## src/rtl/text_vram_arbiter.sv

```systemverilog
// Fixed-priority arbiter (display > clear engine > host) for a single-port sync-read text RAM; read data and valid appear 2 cycles after grant.
// Host is backpressured via host_ready; optional stall counter under `VRAM_ARB_STATS_EN`.
module text_vram_arbiter #(
  parameter int ADDR_W         = 12,
  parameter int DATA_W         = 8,
  parameter int DEPTH          = 2400,
  parameter int CLEAR_ON_RESET = 1
) (
  input  logic              clk,
  input  logic              rst_n,
  input  logic              disp_req,
  input  logic [ADDR_W-1:0] disp_addr,
  output logic [DATA_W-1:0] disp_data,
  output logic              disp_data_valid,
  input  logic              host_valid,
  output logic              host_ready,
  input  logic              host_we,
  input  logic [ADDR_W-1:0] host_addr,
  input  logic [DATA_W-1:0] host_wdata,
  output logic [DATA_W-1:0] host_rdata,
  output logic              host_rvalid,
  input  logic [DATA_W-1:0] fill_char,
  input  logic              clr_start,
  output logic              clr_busy,
`ifdef VRAM_ARB_STATS_EN
  input  logic              stall_clr,
  output logic [15:0]       host_stall_cnt,
`endif
  output logic              ram_en,
  output logic              ram_we,
  output logic [ADDR_W-1:0] ram_addr,
  output logic [DATA_W-1:0] ram_wdata,
  input  logic [DATA_W-1:0] ram_rdata
);

  typedef enum logic {S_IDLE = 1'b0, S_CLEAR = 1'b1} state_t;

  localparam state_t            RST_STATE = (CLEAR_ON_RESET != 0) ? S_CLEAR : S_IDLE;
  localparam logic [ADDR_W-1:0] LAST_ADDR = ADDR_W'(DEPTH - 1);

  state_t            r_state, w_state_nxt;
  logic [ADDR_W-1:0] r_clr_addr, w_clr_addr_nxt;
  logic              w_disp_gnt, w_clr_gnt, w_host_gnt;
  logic              r_tag_disp, r_tag_host;
  logic [DATA_W-1:0] r_disp_data, r_host_data;
  logic              r_disp_vld, r_host_vld;

  always_comb begin
    w_disp_gnt = disp_req;
    w_clr_gnt  = !disp_req && (r_state == S_CLEAR);
    w_host_gnt = !disp_req && (r_state == S_IDLE) && host_valid;
  end

  // Enables are gated by rst_n so the RAM sees no access while reset is held.
  assign ram_en     = rst_n & (w_disp_gnt | w_clr_gnt | w_host_gnt);
  assign ram_we     = rst_n & (w_clr_gnt | (w_host_gnt & host_we));
  assign ram_wdata  = w_clr_gnt ? fill_char : host_wdata;
  assign host_ready = rst_n & w_host_gnt;
  assign clr_busy   = (r_state == S_CLEAR);

  always_comb begin
    ram_addr = host_addr;
    if (w_disp_gnt) begin
      ram_addr = disp_addr;
    end else if (w_clr_gnt) begin
      ram_addr = r_clr_addr;
    end
  end

  always_comb begin
    w_state_nxt    = r_state;
    w_clr_addr_nxt = r_clr_addr;
    case (r_state)
      S_IDLE: begin
        if (clr_start) begin
          w_state_nxt    = S_CLEAR;
          w_clr_addr_nxt = '0;
        end
      end
      S_CLEAR: begin
        // Counter only advances on granted writes, so display reads stretch the clear.
        if (w_clr_gnt) begin
          if (r_clr_addr == LAST_ADDR) begin
            w_state_nxt    = S_IDLE;
            w_clr_addr_nxt = '0;
          end else begin
            w_clr_addr_nxt = r_clr_addr + ADDR_W'(1);
          end
        end
      end
      default: begin
        w_state_nxt    = S_IDLE;
        w_clr_addr_nxt = '0;
      end
    endcase
  end

  always_ff @(posedge clk or negedge rst_n) begin
    if (!rst_n) begin
      r_state    <= RST_STATE;
      r_clr_addr <= '0;
    end else begin
      r_state    <= w_state_nxt;
      r_clr_addr <= w_clr_addr_nxt;
    end
  end

  // One-stage tag travels alongside the RAM read so returns route to the right requester.
  always_ff @(posedge clk or negedge rst_n) begin
    if (!rst_n) begin
      r_tag_disp  <= 1'b0;
      r_tag_host  <= 1'b0;
      r_disp_vld  <= 1'b0;
      r_host_vld  <= 1'b0;
      r_disp_data <= '0;
      r_host_data <= '0;
    end else begin
      r_tag_disp <= w_disp_gnt;
      r_tag_host <= w_host_gnt & !host_we;
      r_disp_vld <= r_tag_disp;
      r_host_vld <= r_tag_host;
      if (r_tag_disp) begin
        r_disp_data <= ram_rdata;
      end
      if (r_tag_host) begin
        r_host_data <= ram_rdata;
      end
    end
  end

  assign disp_data       = r_disp_data;
  assign disp_data_valid = r_disp_vld;
  assign host_rdata      = r_host_data;
  assign host_rvalid     = r_host_vld;

`ifdef VRAM_ARB_STATS_EN
  logic [15:0] r_stall_cnt;

  always_ff @(posedge clk or negedge rst_n) begin
    if (!rst_n) begin
      r_stall_cnt <= '0;
    end else if (stall_clr) begin
      r_stall_cnt <= '0;
    end else if (host_valid && !host_ready && (r_stall_cnt != 16'hFFFF)) begin
      r_stall_cnt <= r_stall_cnt + 16'd1;
    end
  end

  assign host_stall_cnt = r_stall_cnt;
`endif

endmodule

```

## config.mk

```make
export PLATFORM = sky130hd
export DESIGN_NAME = text_vram_arbiter
export DESIGN_NICKNAME = d
export VERILOG_FILES = /design/src/rtl/text_vram_arbiter.sv
export SDC_FILE = /design/constraint.sdc
export NUM_CORES = 1
export LEC_CHECK = 0
export ABC_AREA = 1
export CORE_UTILIZATION = 43
export CTS_BUF_LIST = sky130_fd_sc_hd__clkbuf_8
export DETAILED_ROUTE_END_ITERATION = 8
export HOLD_SLACK_MARGIN = 0.02
export PLACE_DENSITY = 0.87
export SYNTH_ARGS = -nofsm -noshare
export SYNTH_HDL_FRONTEND = slang
export SYNTH_SLANG_ARGS = --single-unit
```

## constraint.sdc

```tcl
create_clock -name clk -period 3 [get_ports clk]
set_input_delay 0.3 -clock clk [delete_from_list [all_inputs] [get_ports clk]]
set_output_delay 0.3 -clock clk [all_outputs]
set_load 0.1 [all_outputs]
```

==> results of run 1 <==
[cells by family (layout without fill, tap and decap cells)]
group | count (synthesis) | in the layout | share of synthesized area
xor gates and xnor gates | 1 | 1 | 0.00490
adders and majority gates | 1 | 1 | 0.00699
muxes | 16 | 16 | 0.101
buffers and inverters | 25 | 124 | 0.0566
DFF | 33 | 33 | 0.462
AOI/OAI and AO/OA | 30 | 30 | 0.105
and+or+nand+nor | 112 | 112 | 0.264
[layer usage]
metal	wire length, um	track usage	vias to the layer above
li1	-	-	912
met1	2060	0.294	876
met2	2640	0.474	112
met3	513	0.0925	9
met4	113	0.0984	0
met5	0	0	-
[registers in the layout, summed over array words and instances, names as in the netlist]
register / count
disp_data: 8
clr_busy: 1
r_clr_addr: 12
host_rdata: 8
r_tag_host: 1
r_tag_disp: 1
host_rvalid: 1
disp_data_valid: 1
[where the power goes]
part | leakage [nW] | internal (mW) | total [mW] | switching (mW)
combinational | 0.889 | 0.369 | 1.20 | 0.832
clock | 0.0491 | 0.157 | 0.310 | 0.153
sequential | 0.415 | 0.530 | 0.603 | 0.0724
[synthesized netlist by cell type (all sizes together) (2+ instances only)]
master	instances
nand4	2
nor2	16
o21ai	10
nand3	8
a21oi	3
inv	18
o211ai	12
nand2	85
o22ai	4
dfrtp	32
mux2	16
buf	6
[final cells by class]
| class | count | area (um2) |
|---|---|---|
| clock buffer | 5 | 68.8 |
| tap | 50 | 62.6 |
| sequential | 33 | 831 |
| clock inverter | 3 | 13.8 |
| fill | 274 | 888 |
| inverter | 18 | 70.1 |
| multi-input combinational | 160 | 867 |
| timing repair buffer | 98 | 1200 |
[placed cells by master, fill, tap and decap left out, types with 2 or more instances in the layout]
| cell | Yosys | final |
|---|---|---|
| inv_1 | 15 | 16 |
| clkbuf_8 | 0 | 5 |
| nand2_2 | 3 | 3 |
| a21oi_1 | 3 | 3 |
| o21ai_0 | 8 | 7 |
| o22ai_1 | 4 | 4 |
| clkdlybuf4s50_1 | 0 | 70 |
| nand2_1 | 82 | 82 |
| nor2_1 | 12 | 11 |
| clkinv_2 | 0 | 2 |
| buf_4 | 0 | 5 |
| o21ai_1 | 2 | 2 |
| buf_12 | 0 | 23 |
| nand3_1 | 7 | 7 |
| dfrtp_1 | 32 | 32 |
| nand4_1 | 2 | 2 |
| nor2_2 | 2 | 3 |
| o211ai_1 | 12 | 12 |
| inv_2 | 3 | 2 |
| nor2_4 | 2 | 2 |
| mux2_2 | 16 | 16 |
[how the worst max path moves through the flow]
stage | cells past startpoint | endpoint | slack, ps
after floorplan | 5 | ram_addr[10] | 7
after CTS | 5 | ram_addr[0] | 410
after global routing | 5 | ram_addr[5] | 310
after global placement | 5 | ram_addr[0] | 510
after detailed placement | 5 | ram_addr[0] | 420
final | 5 | ram_addr[0] | 440
==> metrics.txt, run 1 <==
flop2flop setup slack=1160 ps; Critical Path Max Stage Delay=700 ps; LEAKAGE=1.35 nW; Slew @ Worst Pin=972 ps; top cells by area, synth=dfrtp_1 (45%), nand2_1 (17%), mux2_2 (10%), o211ai_1 (5.0%), inv_1 (3.1%); global-route wire length before repair=8590 um; type of origin of the critical path=input pin; worst-path cell chain=clkdlybuf4s50_1 > nor2_4 > inv_2 > o211ai_1 > buf_12; worst min path class=in -> async; required time worst endpoint=2700 ps; dpl cell area=3030 um2; total power=2.11 mW; IO Pins=96; CP Class=in -> out; Synth Flop Type=dfrtp_1; final hold vios=0; Worst Path Max Fanout=24; GRT Residual Overflow=0; WP buf/inv=3; Final Cycle Share=0.855; CTS Hold Buffers Added=0; initial antenna violation count=0; Setup crit end kind=output port; setup TNS=0 ps; Syn. warnings=0; Tmin final=2560 ps; post-route DRC violation count=0; CTS root buf=clkbuf_8; IO buf count=95; CTS Buffer Depth=2; post-synth top area share=0.448; Area growth, synth to finish=73.9%; RSZ-0062 raised after global routing=no; core area=4000 um2; Die Span X=66.5 um; Final HPWL DP=4210 um; Nets=371; antenna-violating nets left=0; Relative slew margins=0.350; count of max-cap constraint violations=0; Hold Slack=461 ps; Worst Skew=4.80 ps; cell area after layout=3110 um2; drt wl/cell=14.5 um; Post-Syn Instances=218; gpl congestion=0.880; CTS resizes=0; average cell area after synthesis=8.21 um2; share of cells above drive strength 1=0.205; H-tree depth=2; reg-to-reg startpoint=clr_busy; Netlist cell types=24; crit path from=disp_req; Cell Pwr Density=679 nW/um2; outcome=finished clean; post-route insts no fill=367; PnR worst setup slack=436 ps; Max IR drop VDD=0.386 mV; Mapped Nets=273; Seq/Total Area, Yosys=0.462; setup bufs post-CTS=0; global-route usage over all layers=0.268; maximum clock rate=0.390 GHz; r2r endpoint=r_clr_addr[8]; initial drt markers=74; asr flop ratio synth=1.00; routed via count=1,909; EDFF count, synth=0; CTS buffer count=5; pin count of the biggest net entering global routing=34; via/cell ratio=5.20; row count=23; Die Ht=66.5 um; Routed Wire Length=5330 um; DRT Pass-1 Iters=5; Yosys reg bits=33; Cell Area, Synth=1790 um2; dpl cells=359; max-slew violation count=0; final setup violation count=0; Crit path max-delay family=buffers and inverters; number of global-route vias before repair=1,887; cell taking the most area after synthesis=dfrtp_1; later-pin clock latency in the skew report=290 ps; n_diodes=0; Slowest cell on crit path=clkdlybuf4s50_1; R2R cell count=7; CTS clk-pin slew, worst paths=60 ps; Initial Util=0.447; Arr. time, crit path=2260 ps; clock tree sinks=33; Final Util=0.778; pre-CTS WS=421 ps; die area=4420 um2; CTS tree=built
(Power assumes the default switching activity.)
==> run 2: changes to the inputs <==
--- a/config.mk
+++ b/config.mk
@@ -9,8 +9,8 @@
 export CORE_UTILIZATION = 43
 export CTS_BUF_LIST = sky130_fd_sc_hd__clkbuf_8
 export DETAILED_ROUTE_END_ITERATION = 8
-export HOLD_SLACK_MARGIN = 0.02
 export PLACE_DENSITY = 0.87
+export SKIP_LAST_GASP = 1
 export SYNTH_ARGS = -nofsm -noshare
 export SYNTH_HDL_FRONTEND = slang
 export SYNTH_SLANG_ARGS = --single-unit
==> results of run 2 <==
No change in the layout: final DEF, timing and power equal those of run 1.
==> run 3: changes to the inputs <==
--- a/config.mk
+++ b/config.mk
@@ -6,6 +6,7 @@
 export NUM_CORES = 1
 export LEC_CHECK = 0
 export ABC_AREA = 1
+export CORE_MARGIN = 1.5
 export CORE_UTILIZATION = 43
 export CTS_BUF_LIST = sky130_fd_sc_hd__clkbuf_8
 export DETAILED_ROUTE_END_ITERATION = 8
==> metrics.txt, run 3 (synthesized netlist as in run 1, its figures left out) <==
outcome=finished clean; Hold Slack=499 ps (+38.4 ps); final hold vios=0 (unchanged); worst min path class=in -> async; row count=23 (unchanged); CTS root buf=clkbuf_8; PnR worst setup slack=499 ps (+62.5 ps); global-route usage over all layers=0.277 (+0.00916); CTS resizes=0 (unchanged); required time worst endpoint=2700 ps (about the same); CP Class=in -> out; die area=4560 um2 (+3.0%); H-tree depth=2 (unchanged); setup bufs post-CTS=0 (unchanged); pin count of the biggest net entering global routing=34 (unchanged); Arr. time, crit path=2200 ps (-60 ps); share of cells above drive strength 1=0.202 (-0.00315); Worst Path Max Fanout=24 (unchanged); register area=831 um2 (unchanged); CTS clk-pin slew, worst paths=70 ps (about the same); Final Util=0.787 (+0.00907); final-layout fill cell count=279 (+1.8%); IO buf count=95 (unchanged); commonest non-fill, non-tap cell in the layout=nand2_1; Largest register FFs=12 (unchanged); Die Span X=67.5 um (+1.5%); routed via count=1,933 (+1.3%); commonest cells after routing, fill and taps aside=nand2_1 (82), clkdlybuf4s50_1 (71), dfrtp_1 (32); max-slew violation count=0 (unchanged); Routed Wire Length=5750 um (+8.1%); gpl congestion=0.860 (-2.3%); Relative slew margins=0.352 (+0.00236); global-route wire length before repair=9050 um (+5.4%); Cell Pwr Density=712 nW/um2 (+4.8%); CTS Hold Buffers Added=0 (unchanged); maximum clock rate=0.400 GHz (+2.5%); post-route DRC violation count=0 (unchanged); via/cell ratio=5.27 (+1.3%); Die Ht=67.5 um (+1.5%); n_diodes=0 (unchanged); number of global-route vias before repair=1,976 (+4.7%); drt wl/cell=15.7 um (+8.1%); antenna-violating nets left=0 (unchanged); Tmin final=2500 ps (-62.5 ps); initial drt markers=85 (+15%); Slew @ Worst Pin=969 ps (-3.52 ps); Final HPWL DP=4300 um (+2.2%); Initial Util=0.447 (unchanged); dpl cells=359 (unchanged); IO Pins=96 (unchanged); core area=4000 um2 (unchanged); cell area after layout=3150 um2 (+1.2%); Worst Skew=7.01 ps (+2.21 ps); CTS buffer count=5 (unchanged); Area growth, synth to finish=75.9%; total power=2.24 mW (+6.0%); clock tree sinks=33 (unchanged); final setup violation count=0 (unchanged); setup TNS=0 ps (unchanged); type of origin of the critical path=input pin; R2R cell count=7 (unchanged); RSZ-0062 raised after global routing=no; pre-CTS WS=518 ps (+97.3 ps); Final Cycle Share=0.834 (-0.0208); dpl cell area=3030 um2 (about the same); area of the multi-input gates=867 um2 (unchanged); Setup crit end kind=output port; DRT Pass-1 Iters=6 (+1); count of max-cap constraint violations=0 (unchanged); Max IR drop VDD=0.443 mV (+15%); Biggest register=r_clr_addr; later-pin clock latency in the skew report=290 ps (about the same); Nets=371 (unchanged); LEAKAGE=1.37 nW (+0.91%); CTS tree=built; CTS Buffer Depth=2 (unchanged); initial antenna violation count=0 (unchanged); post-route insts no fill=367 (unchanged); GRT Residual Overflow=0 (unchanged)
run 3: area by class of cell:
cell class / count / area share
Sequential cell: 33 / 0.264
Tap cell: 50 / 0.0199
Clock buffer: 6 / 0.0262
Clock inverter: 2 / 0.0107
Multi-Input combinational cell: 160 / 0.275
Timing Repair Buffer: 98 / 0.382
Inverter: 18 / 0.0223
run 3: final timing paths:
check / start / to / slack (ps)
max: disp_req / ram_addr[0] / 500
min: rst_n / disp_data[2] / 500
min reg2reg: disp_data[0] / disp_data[0] / 510
min in group clk: disp_data[0] / disp_data[0] / 510
max in group asynchronous: rst_n / clr_busy / 2180
max reg2reg: clr_busy / r_clr_addr[11] / 1110
run 3: where the power goes:
part	leakage (nW)	switching [mW]	internal (mW)
Combinational	0.888	0.836	0.370
Sequential	0.415	0.0748	0.530
Clock	0.0626	0.162	0.267
run 3: critical path, cell delays in order:
cell	delay, ps
clkdlybuf4s50_1	640
nor2_4	380
inv_2	270
o211ai_1	380
buf_12	220
run 3: routing by layer:
metal  routed length (um)  up-vias  GRT usage
li1                     -      916          -
met1                 2180      891      0.287
met2                 2890      109      0.485
met3                  499       17     0.0950
met4                  180        0      0.156
met5                    0        -          0
